<file path="src/rtl/sysu_shift_reg_n.sv">
// Parametrised universal shift register: hold / shift right / shift left / load, with clock enable,
// saturating shift counter and one-cycle DONE pulse. Optional rotate mode via SYSU_SHREG_ROTATE_EN.
module sysu_shift_reg_n #(
   parameter int               WIDTH     = 8,
   parameter logic [WIDTH-1:0] RESET_VAL = '0,
   localparam int              CW        = $clog2(WIDTH + 1)
) (
   input  logic             CP,
   input  logic             RD,
   input  logic             CE,
   input  logic [1:0]       S,
   input  logic             DSR,
   input  logic             DSL,
   input  logic [WIDTH-1:0] D,
`ifdef SYSU_SHREG_ROTATE_EN
   input  logic             ROT,
`endif
   output logic [WIDTH-1:0] Q,
   output logic [WIDTH-1:0] Q_n,
   output logic [CW-1:0]    CNT,
   output logic             DONE
);

   localparam logic [CW-1:0] LP_FULL = CW'(WIDTH);
   localparam logic [CW-1:0] LP_LAST = CW'(WIDTH - 1);

   logic [WIDTH-1:0] r_q;
   logic [CW-1:0]    r_cnt;
   logic             r_done;

   logic [WIDTH-1:0] w_q_next;
   logic [CW-1:0]    w_cnt_next;
   logic             w_done_next;
   logic             w_fill_r;
   logic             w_fill_l;
   logic             w_shift;

`ifdef SYSU_SHREG_ROTATE_EN
   // Rotation recirculates the bit falling off the opposite end instead of the serial input
   assign w_fill_r = ROT ? r_q[WIDTH-1] : DSR;
   assign w_fill_l = ROT ? r_q[0]       : DSL;
`else
   assign w_fill_r = DSR;
   assign w_fill_l = DSL;
`endif

   always_comb begin
      w_q_next   = r_q;
      w_cnt_next = r_cnt;
      w_shift    = 1'b0;
      unique case (S)
         2'b01: begin
            w_q_next = {r_q[WIDTH-2:0], w_fill_r};
            w_shift  = 1'b1;
         end
         2'b10: begin
            w_q_next = {w_fill_l, r_q[WIDTH-1:1]};
            w_shift  = 1'b1;
         end
         2'b11: begin
            w_q_next   = D;
            w_cnt_next = '0;
         end
         default: ;
      endcase
      // Counter saturates at WIDTH; DONE fires only on the WIDTH-1 -> WIDTH transition
      w_done_next = w_shift && (r_cnt == LP_LAST);
      if (w_shift && (r_cnt != LP_FULL)) begin
         w_cnt_next = r_cnt + CW'(1);
      end
   end

   always_ff @(posedge CP or posedge RD) begin
      if (RD) begin
         r_q    <= RESET_VAL;
         r_cnt  <= '0;
         r_done <= 1'b0;
      end else if (CE) begin
         r_q    <= w_q_next;
         r_cnt  <= w_cnt_next;
         r_done <= w_done_next;
      end else begin
         r_done <= 1'b0;
      end
   end

   assign Q    = r_q;
   assign Q_n  = ~r_q;
   assign CNT  = r_cnt;
   assign DONE = r_done;

endmodule

</file>
<file path="config.mk">
export PLATFORM = sky130hd
export DESIGN_NAME = sysu_shift_reg_n
export DESIGN_NICKNAME = d
export VERILOG_FILES = /design/src/rtl/sysu_shift_reg_n.sv
export SDC_FILE = /design/constraint.sdc
export NUM_CORES = 1
export LEC_CHECK = 0
export ABC_CLOCK_PERIOD_IN_PS = 2210
export CAP_MARGIN = 20
export CELL_PAD_IN_SITES_DETAIL_PLACEMENT = 2
export CELL_PAD_IN_SITES_GLOBAL_PLACEMENT = 2
export CORE_MARGIN = 4
export CORE_UTILIZATION = 24
export DETAILED_ROUTE_END_ITERATION = 12
export PLACE_DENSITY = 0.88
export SETUP_SLACK_MARGIN = 0.15
export SYNTH_ARGS = -nofsm -noshare
export SYNTH_HDL_FRONTEND = slang
export SYNTH_SLANG_ARGS = --single-unit
</file>
<file path="constraint.sdc">
create_clock -name CP -period 2.21 [get_ports CP]
set_input_delay 0.221 -clock CP [delete_from_list [all_inputs] [get_ports CP]]
set_output_delay 0.221 -clock CP [all_outputs]
set_load 0.005 [all_outputs]
</file>
==> results of run 1 <==
==> placed cells by master (no fill, tap or decap) <==
master	instances
a21oi_1	8
and3b_1	1
inv_1	14
o211ai_1	3
clkbuf_4	3
or3_1	1
or2_4	1
nor3_1	1
clkbuf_1	1
mux2i_1	1
o211ai_2	1
clkdlybuf4s50_1	35
nand4b_1	1
ha_1	5
dfrtp_1	13
a211oi_1	8
nand2b_1	2
nand3_1	2
nor2_1	1
a22o_1	8
o21ai_0	1
nand2_1	5
==> sequential cells by signal (all words and copies together), names as in the netlist <==
register and cells:
CNT 4, DONE 1, Q 8
==> where the power goes <==
part | switching [mW] | internal (mW) | leakage, nW
clock | 0.0899 | 0.0701 | 0.0150
combinational | 0.152 | 0.238 | 0.352
sequential | 0.0786 | 0.295 | 0.154
==> worst reg2reg max path: stages, from the launching register on <==
cell and delay [ns]:
dfrtp_1 0.43, inv_1 0.06, ha_1 0.20, and3b_1 0.21
or2_4 0.26, o211ai_1 0.17
==> cell families (layout without fill, tap and decap cells) <==
| group | count (synthesis) | count (layout) |
|---|---|---|
| adder cells (fa/ha/maj) | 5 | 5 |
| buffers and inverters | 18 | 53 |
| flip-flops | 13 | 13 |
| multiplexers | 1 | 1 |
| AO/OA/AOI/OAI | 29 | 29 |
| AND/OR/NAND/NOR | 15 | 15 |
==> worst max path at each step <==
stage,startpoint,to,cells past startpoint
2_1_floorplan,CNT[0]$_DFFE_PP0P_,CNT[3]$_DFFE_PP0P_,5
3_3_place_gp,S[0],Q[7]$_DFFE_PP0P_,6
3_5_place_dp,S[0],Q[5]$_DFFE_PP0P_,6
4_1_cts,S[0],Q[5]$_DFFE_PP0P_,6
5_1_grt,S[0],Q[5]$_DFFE_PP0P_,6
6_report,S[0],Q[5]$_DFFE_PP0P_,6
==> cell type report <==
class	instances	area, µm²
inverters	14	52.6
well taps	44	55.1
repair buffers	35	350
multi-input cells	50	365
fillers	373	1880
flip-flops and latches	13	325
clock buffers	4	26.3
==> Yosys cell counts (all sizes together) <==
cell type	count
dfrtp	13
nand2b	2
a21oi	8
or3	1
o211ai	4
inv	14
nand3	2
nand4b	1
nand2	5
nor3	1
or2	1
and3b	1
clkbuf	1
ha	5
mux2i	1
o21ai	1
a211oi	8
nor2	1
buf	3
a22o	8
==> metal layers <==
metal | up-vias | GRT usage
li1 | 355 | -
met1 | 362 | 0.155
met2 | 29 | 0.236
met3 | 5 | 0.0351
met4 | 0 | 0.0317
met5 | - | 0
==> stage by stage <==
stage               area, µm²  worst slack, ns  std cells  hold slack, ns
detailed placement       1150            0.201        156           0.529
CTS                      1170            0.498        160           0.295
finish                   1170            0.527        160           0.262
global placement         1150            0.365        156           0.530
floorplan                 762            0.903         81          0.0980
global route             1170            0.410        160           0.309
==> results.rst, run 1 <==
.. list-table::
   :header-rows: 1

   * - Metric
     - Value
   * - Family with the most delay on the worst path
     - buffers and inverters
   * - Worst reg2reg path depth
     - 5
   * - Number of antenna violations at the first check in global routing
     - 0
   * - ANT nets after route
     - 0
   * - Largest net degree at the start of global routing
     - 17
   * - CTS tree
     - done
   * - Total of cells resized after clock tree synthesis
     - 0
   * - Maximum fanout along the worst path
     - 9
   * - Horiz. Die Dim
     - 64.3 µm
   * - Compound-gate portion of the synthesized area
     - 0.276
   * - Vias per cell
     - 4.69
   * - Slew @ Worst Pin
     - 0.596 ns
   * - Count of buffers inserted at the top-level ports
     - 35
   * - Area contributors post-synth
     - dfrtp_1 (43%), a22o_1 (9.2%), ha_1 (8.2%), a211oi_1 (7.9%), inv_1 (6.9%)
   * - Total inserted antenna cells
     - 0
   * - Clock insertion delay at the later pin of the skew report
     - 0.28 ns
   * - Net Count, Synth
     - 101
   * - Cell chosen for the clock root
     - clkbuf_4
   * - HPWL after detailed placement
     - 2080 µm
   * - RSZ-0062 raised after global routing
     - no
   * - Wire length of the first global-routing pass
     - 4190 µm
   * - Flop-to-flop setup slack
     - 0.80 ns
   * - Die extent in y
     - 64.3 µm
   * - Site Rows
     - 20
   * - Final estimated routing congestion in global placement
     - 0.775
   * - Most area-hungry cell type in the Yosys netlist
     - dfrtp_1
   * - NumNets Final
     - 137
   * - Total negative setup slack
     - 0 ns
   * - End of the worst register-to-register path
     - CNT[3]$_DFFE_PP0P_
   * - Post-synth cell types
     - 21
   * - Share of final-layout standard cells stronger than drive strength 1
     - 0.0431
   * - CTS Hold Buffers Added
     - 0
   * - Post-synth design cell area
     - 762 µm²
   * - Remaining routing DRC violations
     - 0
   * - Sequential-to-total area share from yosys stat
     - 0.427
   * - Tot GR Track Use
     - 0.132
   * - Count of buffers added by post-CTS timing repair for setup
     - 0
   * - Multiplexer share of the synthesized area
     - 0.0131
   * - Number of synthesized register bits
     - 13
   * - Number of sinks on the clock net
     - 13
   * - # IOs
     - 36
   * - Detailed-route via count
     - 751
   * - Slew Limit Fails
     - 0
   * - Average cell area after synthesis
     - 9.41 µm²
   * - Number of buffers created by CTS
     - 3
   * - Synth Warn #
     - 0
   * - Detailed route wirelength on metal3
     - 149 µm
   * - Critical path's largest stage delay
     - 0.48 ns
   * - CTS H-tree depth
     - 1
   * - Mean routed wirelength per cell
     - 15.8 µm
   * - Total length of routed met2 wires
     - 1250 µm
   * - Top Layer Used
     - met4
   * - Final number of setup-violating endpoints
     - 0
   * - Count of mapped cells out of synthesis
     - 81
   * - Start-to-end type of the worst setup path
     - primary input to register
   * - Synthesized-area fraction occupied by xor and xnor cells
     - 0
   * - Vias in the first global route
     - 823
   * - Headroom to the max-slew limit
     - 0.603
   * - Grt ovf
     - 0
   * - P per Cell Area
     - 786 nW/µm²
   * - Maximum clock frequency
     - 0.594 GHz
   * - Path category of the worst min-delay check
     - primary input to asynchronous set/reset pin
   * - Main combinational cell family by area after synthesis
     - compound AO/OA/AOI/OAI gates
   * - Maximum count of clock buffers along a single path
     - 2
   * - Kind of capture point of the worst setup path
     - register
   * - Synth Area in Adders
     - 0.0821
   * - Worst vdd ir
     - 0.373 mV
   * - Area of the core
     - 3050 µm²
   * - Startpoint kind of the worst setup timing path
     - primary input
   * - Die ar.
     - 4140 µm²
   * - Required time reported for the critical path endpoint
     - 2.41 ns
   * - Detailed-router iteration count before antenna repair
     - 3
   * - Worst reg2reg startpoint
     - CNT[0]$_DFFE_PP0P_
   * - Clock input transition at the sequential cells of the worst setup and hold paths
     - 0.09 ns
   * - Simple-gate share of the synthesized area
     - 0.108
   * - Largest clock skew in the final design
     - 0.00131 ns
   * - Max stage delay cell, worst path
     - clkdlybuf4s50_1
   * - Number of failing hold endpoints at the final stage
     - 0
   * - Routed wire length
     - 2530 µm
   * - Data arrival time of the critical path
     - 1.88 ns
   * - Yosys top cell area share
     - 0.427
   * - Worst path buffer plus inverter count
     - 2
   * - Max Cap Violations
     - 0
   * - Crit-path cells
     - clkdlybuf4s50_1 > inv_1 > ha_1 > nor2_1 > a211oi_1 > a21oi_1
   * - Overall power of the completed layout
     - 0.924 mW
   * - Status
     - finished, final reports clean
   * - Final core utilization
     - 0.385
   * - Effective utilization at floorplan
     - 0.250
   * - Shortest clock period the worst path allows after layout
     - 1.68 ns
   * - Area delta synth->final
     - 54.2%
   * - Final clock period utilization by the worst path
     - 0.762
   * - Post-Route M1 WL
     - 1110 µm
   * - DRC violation total after the first TritonRoute iteration
     - 22
   * - Static Leakage
     - 0.521 nW
Note: power is estimated with default switching activity, not from simulation.
==> run 2: changes to the inputs <==
--- a/config.mk
+++ b/config.mk
@@ -5,14 +5,14 @@
 export SDC_FILE = /design/constraint.sdc
 export NUM_CORES = 1
 export LEC_CHECK = 0
-export ABC_CLOCK_PERIOD_IN_PS = 2210
+export ABC_CLOCK_PERIOD_IN_PS = 1600
 export CAP_MARGIN = 20
 export CELL_PAD_IN_SITES_DETAIL_PLACEMENT = 2
 export CELL_PAD_IN_SITES_GLOBAL_PLACEMENT = 2
 export CORE_MARGIN = 4
-export CORE_UTILIZATION = 24
+export CORE_UTILIZATION = 22
 export DETAILED_ROUTE_END_ITERATION = 12
-export PLACE_DENSITY = 0.88
+export PLACE_DENSITY = 0.82
 export SETUP_SLACK_MARGIN = 0.15
 export SYNTH_ARGS = -nofsm -noshare
 export SYNTH_HDL_FRONTEND = slang
==> constraint.sdc (replaced) <==
create_clock -name CP -period 1.6 [get_ports CP]
set_input_delay 0.16 -clock CP [delete_from_list [all_inputs] [get_ports CP]]
set_output_delay 0.16 -clock CP [all_outputs]
set_load 0.005 [all_outputs]
==> results.rst, run 2 (synthesized netlist as in run 1, its figures left out) <==
.. list-table::
   :header-rows: 1

   * - Metric
     - Value
   * - Status
     - finished, final reports clean
   * - End of the worst register-to-register path
     - CNT[3]$_DFFE_PP0P_
   * - P per Cell Area
     - 1040 nW/µm² (+32%)
   * - Detailed-router iteration count before antenna repair
     - 4 (+1)
   * - Data arrival time of the critical path
     - 1.24 ns (-0.64 ns)
   * - Most frequent cells in the layout
     - clkdlybuf4s50_1 (25), buf_4 (16), inv_1 (13)
   * - Wire length of the first global-routing pass
     - 4400 µm (+4.9%)
   * - Fill cell total of the finished layout
     - 404 (+8.3%)
   * - Worst slack after detailed placement
     - -0.232 ns (-0.433 ns)
   * - Site Rows
     - 21 (+5.0%)
   * - Overall power of the completed layout
     - 1.38 mW (+49%)
   * - Placed instance area
     - 1200 µm² (+4.8%)
   * - DRC violation total after the first TritonRoute iteration
     - 19 (-14%)
   * - Worst vdd ir
     - 0.424 mV (+14%)
   * - Share of final-layout standard cells stronger than drive strength 1
     - 0.212 (+0.169)
   * - Area of the core
     - 3340 µm² (+9.3%)
   * - RSZ-0062 raised after global routing
     - no
   * - CTS H-tree depth
     - 1 (unchanged)
   * - Worst path buffer plus inverter count
     - 1 (-1)
   * - Number of sinks on the clock net
     - 13 (unchanged)
   * - Cells after DPL
     - 165 (+5.8%)
   * - Largest clock skew in the final design
     - 0.00607 ns (+0.00477 ns)
   * - Final number of setup-violating endpoints
     - 0 (unchanged)
   * - Clock input transition at the sequential cells of the worst setup and hold paths
     - 0.09 ns (about the same)
   * - # IOs
     - 36 (unchanged)
   * - Largest net degree at the start of global routing
     - 15 (-2)
   * - HPWL after detailed placement
     - 2220 µm (+6.8%)
   * - Mean routed wirelength per cell
     - 15.8 µm (-0.34%)
   * - Worst reg2reg path depth
     - 5 (unchanged)
   * - Net switching power figure
     - 0.473 mW (+48%)
   * - Switching fraction of total power
     - 0.344 (-0.00294)
   * - Share of power burned in the clock network
     - 0.158 (-0.015)
   * - Required time reported for the critical path endpoint
     - 1.44 ns (-0.97 ns)
   * - Maximum count of clock buffers along a single path
     - 2 (unchanged)
   * - Flip-flop count of the largest register after layout
     - 8 (unchanged)
   * - Max stage delay cell, worst path
     - clkdlybuf4s50_1
   * - Worst reg2reg startpoint
     - CNT[1]$_DFFE_PP0P_
   * - Worst Hold Slack
     - 0.215 ns (-0.0462 ns)
   * - Static Leakage
     - 0.678 nW (+30%)
   * - Remaining routing DRC violations
     - 0 (unchanged)
   * - Number of failing hold endpoints at the final stage
     - 0 (unchanged)
   * - Startpoint kind of the worst setup timing path
     - register
   * - Grt met1 use
     - 0.140 (-0.0146)
   * - Layer with the highest usage
     - met2
   * - Clock insertion delay at the later pin of the skew report
     - 0.28 ns (about the same)
   * - ANT nets after route
     - 0 (unchanged)
   * - Slew Limit Fails
     - 0 (unchanged)
   * - Maximum fanout along the worst path
     - 7 (-2)
   * - Vias per cell
     - 4.56 (-2.8%)
   * - Tot GR Track Use
     - 0.130 (-0.00167)
   * - Setup slack after layout
     - 0.201 ns (-0.326 ns)
   * - Met2 track demand over resource
     - 0.254 (+0.0179)
   * - P_int
     - 0.904 mW (+50%)
   * - Leading cell type in the layout, fill and taps excluded
     - clkdlybuf4s50_1
   * - Area delta synth->final
     - 74.1%
   * - Grt ovf
     - 0 (unchanged)
   * - Start-to-end type of the worst setup path
     - register to primary output
   * - Critical path's largest stage delay
     - 0.52 ns (+0.04 ns)
   * - Slew @ Worst Pin
     - 0.547 ns (-0.0489 ns)
   * - Die ar.
     - 4470 µm² (+7.9%)
   * - Cell chosen for the clock root
     - clkbuf_4
   * - Number of buffers created by CTS
     - 3 (unchanged)
   * - Finished layout cell area
     - 1330 µm² (+13%)
   * - Detailed-route via count
     - 812 (+8.1%)
   * - Die extent in y
     - 66.9 µm (+3.9%)
   * - Headroom to the max-slew limit
     - 0.635 (+0.0322)
   * - CTS Hold Buffers Added
     - 0 (unchanged)
   * - Final clock period utilization by the worst path
     - 0.875
   * - NumNets Final
     - 153 (+12%)
   * - Horiz. Die Dim
     - 66.9 µm (+3.9%)
   * - Crit-path cells
     - clkdlybuf4s50_1
   * - Final estimated routing congestion in global placement
     - 0.769 (-0.66%)
   * - Flop pwr share
     - 0.361 (-0.044)
   * - Shortest clock period the worst path allows after layout
     - 1.40 ns
   * - Path category of the worst min-delay check
     - primary input to asynchronous set/reset pin
   * - Flop-to-flop setup slack
     - 0.24 ns (-0.56 ns)
   * - Total inserted antenna cells
     - 0 (unchanged)
   * - Max Cap Violations
     - 0 (unchanged)
   * - Vias in the first global route
     - 918 (+12%)
   * - GR met3 Demand/Resource
     - 0.0270 (-0.00817)
   * - Combinational group share of total power
     - 0.481 (+0.059)
   * - Kind of capture point of the worst setup path
     - primary output
   * - Maximum clock frequency
     - 0.715 GHz
   * - CTS tree
     - done
   * - Family with the most delay on the worst path
     - buffers and inverters
   * - Count of buffers inserted at the top-level ports
     - 35 (unchanged)
   * - Effective utilization at floorplan
     - 0.228 (-0.0212)
   * - Non-filler cells, final
     - 178 (+11%)
   * - Routed wire length
     - 2800 µm (+11%)
   * - Number of antenna violations at the first check in global routing
     - 0 (unchanged)
-- run 2: worst reg2reg max path, stage by stage, from the launching register on --
cell and delay [ns]:
dfrtp_1 0.39, inv_1 0.06, ha_1 0.18, and3b_1 0.21, or2_4 0.26, o211ai_1 0.18
-- run 2: stage by stage --
stage / util / setup TNS (ns)
6_report: 0.397 / 0
5_1_grt: 0.397 / 0
4_1_cts: 0.384 / 0
3_5_place_dp: 0.361 / -2.27
3_3_place_gp: 0.361 / -1.50
2_1_floorplan: - / 0
-- run 2: routing by layer --
metal	vias to the layer above	part of all wire
met5	-	0
met4	0	0.0039
met3	2	0.062
met2	26	0.55
met1	395	0.38
li1	389	-
-- run 2: worst max-delay path by stage --
stage / slack, ns / start / cells past startpoint / endpoint
finish: 0.20 / CNT[2]$_DFFE_PP0P_ / 1 / CNT[2]
global route: 0.16 / CNT[2]$_DFFE_PP0P_ / 1 / CNT[2]
CTS: 0.12 / CNT[2]$_DFFE_PP0P_ / 1 / CNT[2]
detailed placement: -0.23 / S[0] / 6 / Q[5]$_DFFE_PP0P_
global placement: -0.19 / S[0] / 6 / Q[7]$_DFFE_PP0P_
floorplan: 0.29 / CNT[0]$_DFFE_PP0P_ / 5 / CNT[3]$_DFFE_PP0P_
-- run 2: power by group through the flow --
stage                     Clock [mW]  Sequential (mW)  Combinational, mW
after detailed placement           0            0.514              0.602
final                          0.217            0.497              0.663
after global routing           0.239            0.514              0.726
after floorplan                    0            0.503              0.212
after CTS                      0.227            0.499              0.651
after global placement             0            0.507              0.559
-- run 2: timing repair --
item,CTS,global route
gates resized for setup,7,10
endpoints found under the setup margin,19,12
pin swaps,0,1
buffers inserted,6,3
-- run 2: final cells by class --
class	count	area, µm²	share of cell area
clock buffer	4	26.3	0.0198
inverter	14	52.6	0.0396
multi-input combinational	50	378	0.285
sequential	13	328	0.247
tap	46	57.6	0.0434
timing repair buffer	51	484	0.365
==> run 3: changes to the inputs <==
--- a/config.mk
+++ b/config.mk
@@ -12,7 +12,7 @@
 export CORE_MARGIN = 4
 export CORE_UTILIZATION = 22
 export DETAILED_ROUTE_END_ITERATION = 12
-export PLACE_DENSITY = 0.82
+export PLACE_DENSITY_LB_ADDON = 0.1
 export SETUP_SLACK_MARGIN = 0.15
 export SYNTH_ARGS = -nofsm -noshare
 export SYNTH_HDL_FRONTEND = slang
==> results.rst, run 3 (synthesized netlist as in run 1, its figures left out) <==
.. list-table::
   :header-rows: 1

   * - Metric
     - Value
   * - Count of buffers inserted at the top-level ports
     - 35 (unchanged)
   * - Headroom to the max-slew limit
     - 0.641 (+0.00544)
   * - P per Cell Area
     - 1020 nW/µm² (-1.8%)
   * - Area of the core
     - 3340 µm² (unchanged)
   * - Vias per cell
     - 4.55 (-0.27%)
   * - Tot GR Track Use
     - 0.132 (+0.00162)
   * - Grt ovf
     - 0 (unchanged)
   * - Data arrival time of the critical path
     - 1.61 ns (+0.37 ns)
   * - Area delta synth->final
     - 79.5%
   * - RSZ-0062 raised after global routing
     - yes
   * - Net switching power figure
     - 0.474 mW (+0.14%)
   * - Maximum count of clock buffers along a single path
     - 2 (unchanged)
   * - Switching fraction of total power
     - 0.340 (-0.00383)
   * - Largest net degree at the start of global routing
     - 14 (-1)
   * - Die ar.
     - 4470 µm² (unchanged)
   * - Die extent in y
     - 66.9 µm (unchanged)
   * - Clock input transition at the sequential cells of the worst setup and hold paths
     - 0.09 ns (about the same)
   * - Static Leakage
     - 0.679 nW (+0.13%)
   * - Horiz. Die Dim
     - 66.9 µm (unchanged)
   * - Number of sinks on the clock net
     - 13 (unchanged)
   * - Routed wire length
     - 2710 µm (-3.5%)
   * - Total inserted antenna cells
     - 0 (unchanged)
   * - Worst vdd ir
     - 0.353 mV (-17%)
   * - Max Cap Violations
     - 0 (unchanged)
   * - CTS Hold Buffers Added
     - 0 (unchanged)
   * - Effective utilization at floorplan
     - 0.228 (unchanged)
   * - Largest clock skew in the final design
     - 0.00445 ns (-0.00162 ns)
   * - Share of power burned in the clock network
     - 0.159 (about the same)
   * - Maximum fanout along the worst path
     - 6 (-1)
   * - # IOs
     - 36 (unchanged)
   * - Final estimated routing congestion in global placement
     - 0.772 (+0.30%)
   * - Final number of setup-violating endpoints
     - 0 (unchanged)
   * - Mean routed wirelength per cell
     - 14.9 µm (-5.6%)
   * - CTS tree
     - done
   * - Detailed-router iteration count before antenna repair
     - 4 (unchanged)
   * - Flip-flop count of the largest register after layout
     - 8 (unchanged)
   * - Wire length of the first global-routing pass
     - 4360 µm (-0.80%)
   * - Vias in the first global route
     - 902 (-1.7%)
   * - Worst Hold Slack
     - 0.215 ns (-0.000330 ns)
   * - Path category of the worst min-delay check
     - primary input to asynchronous set/reset pin
   * - Combinational group share of total power
     - 0.480 (about the same)
   * - Final clock period utilization by the worst path
     - 0.883 (+0.00855)
   * - Required time reported for the critical path endpoint
     - 1.79 ns (+0.35 ns)
   * - CTS H-tree depth
     - 1 (unchanged)
   * - Start-to-end type of the worst setup path
     - primary input to register
   * - Detailed-route via count
     - 828 (+2.0%)
   * - P_int
     - 0.920 mW (+1.9%)
   * - NumNets Final
     - 157 (+2.6%)
   * - Clock insertion delay at the later pin of the skew report
     - 0.28 ns (about the same)
   * - Flop pwr share
     - 0.361 (about the same)
   * - Remaining routing DRC violations
     - 0 (unchanged)
   * - Number of buffers created by CTS
     - 3 (unchanged)
   * - Maximum clock frequency
     - 0.708 GHz (-0.97%)
   * - Number of antenna violations at the first check in global routing
     - 0 (unchanged)
   * - Number of failing hold endpoints at the final stage
     - 0 (unchanged)
   * - Status
     - finished, final reports clean
   * - ANT nets after route
     - 0 (unchanged)
   * - Share of final-layout standard cells stronger than drive strength 1
     - 0.257 (+0.0452)
   * - HPWL after detailed placement
     - 2030 µm (-8.7%)
   * - Kind of capture point of the worst setup path
     - register
   * - Most frequent cells in the layout
     - clkdlybuf4s50_1 (26), buf_4 (20), inv_1 (13)
   * - Slew @ Worst Pin
     - 0.539 ns (-0.00815 ns)
   * - Cells after DPL
     - 165 (unchanged)
   * - DRC violation total after the first TritonRoute iteration
     - 19 (unchanged)
   * - Slew Limit Fails
     - 0 (unchanged)
   * - Cell chosen for the clock root
     - clkbuf_4
   * - Shortest clock period the worst path allows after layout
     - 1.41 ns (+0.0137 ns)
   * - Leading cell type in the layout, fill and taps excluded
     - clkdlybuf4s50_1
   * - Startpoint kind of the worst setup timing path
     - primary input
   * - Non-filler cells, final
     - 182 (+2.2%)
   * - Site Rows
     - 21 (unchanged)
run 3: cell types whose count changed in the layout (fill, tap and decap cells not counted), moves of 2 or more:
cell and delta:
buf_4 +4, a211oi_1 -2, a211oi_2 +2, dlymetal6s2s_1 -2
run 3: what timing repair did:
action	in CTS	in global routing
setup buffers	7	6
gates resized for setup	6	14
setup endpoints to repair	18	20
cloned	0	0
run 3: power groups by stage:
stage / Clock [mW] / Combinational, mW / Sequential (mW)
after CTS: 0.226 / 0.621 / 0.501
after global routing: 0.253 / 0.742 / 0.524
after global placement: 0 / 0.567 / 0.510
final: 0.221 / 0.670 / 0.504
after floorplan: 0 / 0.212 / 0.503
after detailed placement: 0 / 0.579 / 0.517
run 3: path summary, 6_finish.rpt:
path / cells after the start / slack [ns] / startpoint / end
max: 6 / 0.19 / S[1] / CNT[3]$_DFFE_PP0P_
min: 2 / 0.21 / RD / Q[0]$_DFFE_PP0P_
max reg2reg: 5 / 0.24 / CNT[1]$_DFFE_PP0P_ / CNT[3]$_DFFE_PP0P_
min reg2reg: 1 / 0.52 / CNT[3]$_DFFE_PP0P_ / DONE$_DFF_PP0_
max in group asynchronous: 2 / 1.00 / RD / CNT[2]$_DFFE_PP0P_
min in group CP: 1 / 0.52 / CNT[3]$_DFFE_PP0P_ / DONE$_DFF_PP0_
run 3: per-layer routing:
metal / wire length (µm) / GRT usage / up-vias
met5: 0 / 0 / -
met4: 14 / 0.0380 / 0
met3: 114 / 0.0320 / 2
met2: 1380 / 0.229 / 23
met1: 1200 / 0.159 / 407
li1: - / - / 396
run 3: worst max-delay path, cell delays in order:
cell and delay [ns]:
clkdlybuf4s50_1 0.51, inv_1 0.05, ha_1 0.31, nand2_2 0.10
or2_4 0.29, o211ai_1 0.18
run 3: per-stage QoR:
step                setup slack [ns]  power (mW)  instance area, µm²  TNS (ns)  utilization
floorplan                      0.293       0.714                 762         0            -
global placement              -0.224        1.08                1200     -2.09        0.361
detailed placement            -0.344        1.10                1200     -2.97        0.361
CTS                            0.120        1.35                1280         0        0.384
global route                   0.129        1.52                1370         0        0.410
finish                         0.187        1.39                1370         0        0.410
run 3: cell type report:
type,instances,area (µm²)
Clock buffer,4,26.3
Fill cell,384,1970
Inverter,14,52.6
Multi-Input combinational cell,50,395
Sequential cell,13,328
Tap cell,46,57.6
Timing Repair Buffer,55,508
